`config.mk`:
```
export PLATFORM = sky130hd
export DESIGN_NAME = regfile_write_arbiter
export DESIGN_NICKNAME = d
export VERILOG_FILES = /design/src/rtl/regfile_write_arbiter.sv
export SDC_FILE = /design/constraint.sdc
export NUM_CORES = 1
export LEC_CHECK = 0
export ABC_AREA = 1
export CAP_MARGIN = 20
export CORE_MARGIN = 4
export CORE_UTILIZATION = 39
export CTS_CLUSTER_SIZE = 20
export DETAILED_ROUTE_END_ITERATION = 6
export HOLD_SLACK_MARGIN = 0.08
export PLACE_DENSITY = 0.78
export SLEW_MARGIN = 15
export SYNTH_ARGS = -nofsm -noshare
export SYNTH_HDL_FRONTEND = slang
export SYNTH_SLANG_ARGS = --single-unit
```
`constraint.sdc`:
```
create_clock -name clk -period 2.15 [get_ports clk]
set_input_delay 0.43 -clock clk [delete_from_list [all_inputs] [get_ports clk]]
set_output_delay 0.43 -clock clk [all_outputs]
set_load 0.005 [all_outputs]
```
`src/rtl/regfile_write_arbiter.sv`:
```
// Round-robin arbiter for the single register-file write port, plus a per-register pending-write scoreboard.
// Optional REGARB_ZERO_DROP_EN: writes and reservations targeting register 0 are dropped.
module regfile_write_arbiter #(
    parameter int NREQ   = 3,
    parameter int DATA_W = 32,
    parameter int ADDR_W = 5
) (
    input  logic                   clk,
    input  logic                   rst_n,
    input  logic [NREQ-1:0]        req_valid,
    output logic [NREQ-1:0]        req_ready,
    input  logic [NREQ*ADDR_W-1:0] req_addr,
    input  logic [NREQ*DATA_W-1:0] req_data,
    input  logic                   rsv_valid,
    input  logic [ADDR_W-1:0]      rsv_addr,
    input  logic [ADDR_W-1:0]      chk_rs,
    input  logic [ADDR_W-1:0]      chk_rt,
    output logic                   hazard_rs,
    output logic                   hazard_rt,
    output logic                   rf_we,
    output logic [ADDR_W-1:0]      rf_waddr,
    output logic [DATA_W-1:0]      rf_wdata,
    output logic [31:0]            pending
);
    localparam int PTR_W = $clog2(NREQ);

    logic [PTR_W-1:0]  ptr;
    logic [PTR_W-1:0]  grantIdx;
    logic [PTR_W-1:0]  candIdx;
    logic              anyGrant;
    logic [ADDR_W-1:0] addrArr [NREQ];
    logic [DATA_W-1:0] dataArr [NREQ];
    logic [ADDR_W-1:0] grantAddr;
    logic [DATA_W-1:0] grantData;
    logic              writeKeep;
    logic              rsvKeep;
    logic [31:0]       pendingNext;

    always_comb begin
        for (int unsigned i = 0; i < NREQ; i++) begin
            addrArr[i] = req_addr[i*ADDR_W +: ADDR_W];
            dataArr[i] = req_data[i*DATA_W +: DATA_W];
        end
    end

    // Scan from ptr upward, wrapping; the first valid requester wins.
    always_comb begin
        anyGrant = 1'b0;
        grantIdx = '0;
        candIdx  = '0;
        for (int unsigned k = 0; k < NREQ; k++) begin
            candIdx = PTR_W'((32'(ptr) + k) % NREQ);
            if (!anyGrant && req_valid[candIdx]) begin
                anyGrant = 1'b1;
                grantIdx = candIdx;
            end
        end
        req_ready = '0;
        if (anyGrant && rst_n) begin
            req_ready[grantIdx] = 1'b1;
        end
    end

    always_comb begin
        grantAddr = addrArr[grantIdx];
        grantData = dataArr[grantIdx];
`ifdef REGARB_ZERO_DROP_EN
        writeKeep = anyGrant && (grantAddr != '0);
        rsvKeep   = rsv_valid && (rsv_addr != '0);
`else
        writeKeep = anyGrant;
        rsvKeep   = rsv_valid;
`endif
    end

    // Set is applied after clear so a same-edge reservation keeps the register pending.
    always_comb begin
        pendingNext = pending;
        if (rf_we) begin
            pendingNext[rf_waddr] = 1'b0;
        end
        if (rsvKeep) begin
            pendingNext[rsv_addr] = 1'b1;
        end
`ifdef REGARB_ZERO_DROP_EN
        pendingNext[0] = 1'b0;
`endif
    end

    always_ff @(posedge clk or negedge rst_n) begin
        if (!rst_n) begin
            ptr      <= '0;
            rf_we    <= 1'b0;
            rf_waddr <= '0;
            rf_wdata <= '0;
            pending  <= '0;
        end else begin
            if (anyGrant) begin
                ptr <= (grantIdx == PTR_W'(NREQ - 1)) ? '0 : grantIdx + PTR_W'(1);
            end
            rf_we <= writeKeep;
            if (writeKeep) begin
                rf_waddr <= grantAddr;
                rf_wdata <= grantData;
            end
            pending <= pendingNext;
        end
    end

    assign hazard_rs = pending[chk_rs];
    assign hazard_rt = pending[chk_rt];

endmodule

```
## After elaboration in Yosys (flattened, before gate mapping)

Index checks and enable logic that the tools add are counted.

| word-level totals | value |
|---|---|
| flip-flop bits (word level) | 72 |
| input bits | 132 |
| output and inout port bits | 75 |
| word-level logic and storage cells | 68 |

| cells by class | value |
|---|---|
| $add $sub $neg | 3 |
| divide/modulo/power cells | 3 |
| $lt $le $gt $ge | 12 |
| equality and inequality tests | 1 |
| muxes and demuxes | 32 |
| bitwise logic cells | 4 |
| reduce and logical (&&, ||, !) cells | 8 |

Operators with widths:

| kind | number |
|---|---|
| $mux 32 | 4 |
| $bmux 32 s2 | 1 |
| $mod 32x2->32 const B | 2 |
| $and 32x32->32 | 1 |
| $mod 2x2->32 const B | 1 |
| $not 32->32 | 1 |
| $or 32x32->32 | 1 |
| $lt 5x6->1 const B | 4 |
| $lt 2x3->1 const B | 4 |
| $mux 1 | 11 |
| $bmux 1 s5 | 2 |
| $bmux 5 s2 | 1 |
| $demux 1 s5 | 2 |
| $ge 5x1->1 const B | 2 |
| $mux 5 | 2 |
| $mux 2 | 4 |
| $bmux 1 s2 | 3 |
| $logic_and 1x1->1 | 6 |
| $add 2x1->3 const B | 1 |
| $add 2x2->3 const B | 1 |
| $ge 3x3->1 const B | 1 |
| $mux 3 | 1 |
| $not 2->3 | 1 |
| $add 2x1->2 const B | 1 |
| 4 further kinds | 5 |

## Longest topological paths before layout

| logic depth | value |
|---|---|
| depth after elaboration | 15 |
| gate-level depth with buffers | 15 |
| gate-level depth less buffers | 13 |

## Least setup slack after synthesis

No wires, ideal clock.

| path | value |
|---|---|
| path kind | register to output |
| from | reg ptr[0] |
| to | out req_ready[0] |
| data arrival time | 1.797 ns |
| required time | 1.720 ns |
| slack | -0.077 ns |
| stages on the path, launching flop included | 12 |
| buffers on the path | 2 |
| path through | dfrtp_1 > inv_1 > ha_1 > o21ai_0 > nand2_1 > nand2_2 > inv_2 > nand3_1 > nand2_2 > buf_4 > buf_6 > nor4_1 |

| on the way | value |
|---|---|
| cells in the longest elaborated chain, start to end | 15 |
| elaborated cells between the ends (all ways) | 28 |
| those cells by class | add/sub: 2; div: 3; order compare: 2; mux: 15; reduce/logical: 6 |

RTL lines:

| what | line | text |
|---|---|---|
| from (decl) | 27 | `logic [PTR_W-1:0] ptr;` |
| from (signal assigned) | 99 | `ptr <= (grantIdx == PTR_W'(NREQ - 1)) ? '0 : grantIdx + PTR_W'(1);` |
| parallel branches: the longest is 14 deep, another holds $mod 32x2->32 | n/a |  |
| $mux 3 * | 59 | `if (anyGrant && rst_n) begin` |
| to (decl) | 11 | `output logic [NREQ-1:0] req_ready,` |

Mark *: on every way between the ends. The select of a mux whose other input is x is not followed.

## Worst setup path in the final report

| path | value |
|---|---|
| from | reg ptr[1] |
| to | out req_ready[0] |

Same word-level chain as after synthesis.

==> results by group <==
STA
  • Clk_skew: 0.00531 ns
  • Final Worst Setup Slack: -0.342 ns
  • Final setup viols: 41
  • Final worst-path cycle share: 1.16
  • Clock period minus worst slack: 2.49 ns
  • Fmax: 401 MHz
  • Worst Max-Slew Pin Slew: 0.926 ns
  • Unrepaired setup endpoints after global routing: true
  • Final hold vios: 0
  • Slew Limit Fails: 0
  • Hold WS: 0.326 ns
  • Worst slew margin: 0.382
  • Total negative slack: -8.73 ns

Critical path
  • Crit path DAT: 2.06 ns
  • Setup crit end kind: primary output
  • Cells along the critical path: buf_6, ha_4, inv_4, nand2_1, nand3_1, nand2_2, nand3_1, nand2_2, nand2_4, nor4_2, buf_2
  • CP Launch Type: flip-flop
  • Critical Path RT: 1.72 ns
  • Crit Path Max Fanout: 6
  • Crit Path Category: flip-flop to primary output
  • Slowest-stage cell, CP: dfrtp_1
  • Buffers and inverters on the worst path: 3
  • Worst path top cell family by delay: simple AND/OR/NAND/NOR gates
  • CP max stage delay: 0.40 ns

Logic synthesis
  • Syn avg cell area: 6.88 µm²
  • Seq/Total Area, Yosys: 0.385
  • Top-count cell post-synth: nand3_1
  • Synth unique cells: 19
  • Syn Inst Count: 679
  • Async SR Flop Fraction: 1.00
  • Synth cell count leaders: nand3_1, inv_1, o21ai_0
  • Synth top area share: 0.385
  • Cell taking the most area after synthesis: dfrtp_1
  • Post-synthesis register bit count: 72
  • Synthesized area: 0.00467 mm²
  • YS warnings: 0
  • EDFF count, synth: 0
  • Syn nets: 815
  • Area contributors post-synth: dfrtp_1, nand3_1, o21ai_0, a21oi_1, inv_1
  • Ys flop type: dfrtp_1

Clocking
  • Clock slew at reported path FFs: 0.06 ns
  • Clock buffer depth: 2
  • Deepest level of the CTS H-tree: 3
  • CTS tree: yes
  • CTS sink cnt: 72
  • CTS root buf: clkbuf_16
  • Num CTS Buffers: 9
  • Latest clock arrival within the worst-skew pair: 0.32 ns

Floorplanning
  • Die area: 0.0138 mm²
  • Die W: 117 µm
  • Die height: 117 µm
  • Starting Density: 0.404
  • Standard-cell rows: 39
  • Core area: 0.0116 mm²
  • Top Ports: 207

Run status
  • Outcome: complete, but fails checks
  • Violated checks: setup timing

Detailed routing
  • Remaining DRCs: 0
  • Vias: 5707
  • DR pass1 iterations: 5
  • Post-Route WL: 17.6 mm
  • DR iter-0 viols: 522
  • Antenna viol nets, final: 0
  • Vias/cell: 5.48
  • Avg WL per Cell: 16.8 µm

Placement
  • Post-placement worst setup slack: -0.621 ns
  • Port buffer count: 206
  • Placed instance area: 0.00694 mm²
  • Post-DP HPWL: 12.5 mm
  • Routability cong.: 0.938

Global route
  • Total gr overflow: 0
  • Vias in the first global route: 5502
  • First-pass GRT wire length: 27.6 mm
  • Overall routing resource usage: 0.242
  • Antenna violations before repair: 0
  • Largest net degree at the start of global routing: 73

Cells and area
  • Fin nets: 1031
  • Share of cells above drive strength 1: 0.108
  • Layout area overhead: 59.9%
  • Post-Route Utilization: 0.646
  • Antenna cells: 0
  • Post-route cell area: 0.00747 mm²
  • Filler cells: 1014

Flow run
  • MaxCap Viol Count: 0

Pwr
  • Net Sw Frac: 0.455
  • Internal power: 7160 µW
  • VDD IR max: 1.07 mV
  • NetSw: 5970 µW
  • Pwr dens: 1760 mW/mm²
  • Pleak: 0.00343 µW
  • Sequential Power Share: 0.220
  • Share of total power in the clock network: 0.139
  • Gate power share: 0.640

Hold path
  • HP Class: input pin to async pin
-- through the flow --
stage,instances,total power (µW)
after floorplan,679,7670
after global placement,1020,10600
after detailed placement,1020,10800
after CTS,1040,12900
after global routing,1042,14200
final,1042,13100
-- worst paths after layout --
path / from / endpoint / slack (ns) / cells past startpoint
worst max-delay path: ptr[1] / req_ready[0] / -0.34 / 11
worst min-delay path: rst_n / rf_wdata[4] / 0.33 / 2
worst max register to register: ptr[1] / rf_wdata[27] / -0.25 / 15
worst min register to register: rf_wdata[23] / rf_wdata[23] / 0.52 / 2
max in group asynchronous: rst_n / ptr[0] / 1.18 / 2
min in group clk: rf_wdata[23] / rf_wdata[23] / 0.52 / 2
-- registers in the layout, summed over array words and instances, names as in the netlist --
name,flops
pending,32
rf_waddr,5
rf_we,1
rf_wdata,32
ptr,2
-- cells in the final DEF (no fill, tap or decap), types with 4 or more instances in the layout --
cell,netlist,layout
clkbuf_16,0,9
inv_1,101,95
a21oi_1,78,77
nand3_1,116,111
nand2_2,4,8
buf_6,7,7
o21ai_0,101,96
nor2_1,75,71
bufinv_16,0,4
buf_2,8,5
o21ai_1,3,7
inv_2,6,9
clkdlybuf4s50_1,0,194
nand2_1,68,61
buf_4,9,24
nand3_2,2,5
o221ai_1,12,12
dfrtp_1,72,71
-- final cells by class --
| type | count | area (µm²) | share of cell area |
|---|---|---|---|
| multi-input cells | 466 | 2370 | 0.318 |
| well taps | 143 | 179 | 0.0239 |
| clock buffers | 10 | 239 | 0.0320 |
| flip-flops and latches | 72 | 1800 | 0.241 |
| inverters | 107 | 409 | 0.0548 |
| repair buffers | 239 | 2340 | 0.313 |
| clock inverters | 5 | 129 | 0.0172 |
-- routing by layer --
| layer | vias up | track usage | part of all wire |
|---|---|---|---|
| met4 | 0 | 0.0799 | 0.021 |
| li1 | 2690 | - | - |
| met5 | - | 0 | 0 |
| met2 | 329 | 0.403 | 0.47 |
| met1 | 2640 | 0.294 | 0.39 |
| met3 | 48 | 0.0822 | 0.11 |
-- power groups by stage --
| stage | sequential (µW) | clock (µW) | combinational (µW) |
|---|---|---|---|
| floorplan | 2730 | 0 | 4940 |
| global placement | 2830 | 0 | 7770 |
| detailed placement | 2850 | 0 | 7910 |
| CTS | 2850 | 1870 | 8180 |
| global route | 2960 | 1930 | 9330 |
| finish | 2890 | 1830 | 8410 |
-- logic make-up after synthesis --
group | count (synthesis) | synth area share
AOI/OAI and AO/OA | 196 | 0.220
and+or+nand+nor | 266 | 0.250
buffers and inverters | 141 | 0.134
DFF | 72 | 0.385
adders and majority gates | 4 | 0.0107
-- worst register-to-register path, cell delays in order, from the launching register on --
cell and delay (ns):
dfrtp_1 0.40, buf_6 0.13, ha_4 0.31, inv_4 0.05, nand2_2 0.06, nand3_2 0.08, nand2_4 0.11, nand2_4 0.08
inv_4 0.08, nand3_4 0.07, nand2_4 0.10, buf_6 0.30, inv_2 0.11, buf_12 0.18, nand3_1 0.14, a21oi_1 0.07
-- what timing repair did --
action,in CTS,in global routing
hold buffers,0,0
pin swaps,7,10
resized for setup,56,23
setup buffers,6,2
endpoints found under the setup margin,43,43
(Power assumes the default switching activity.)
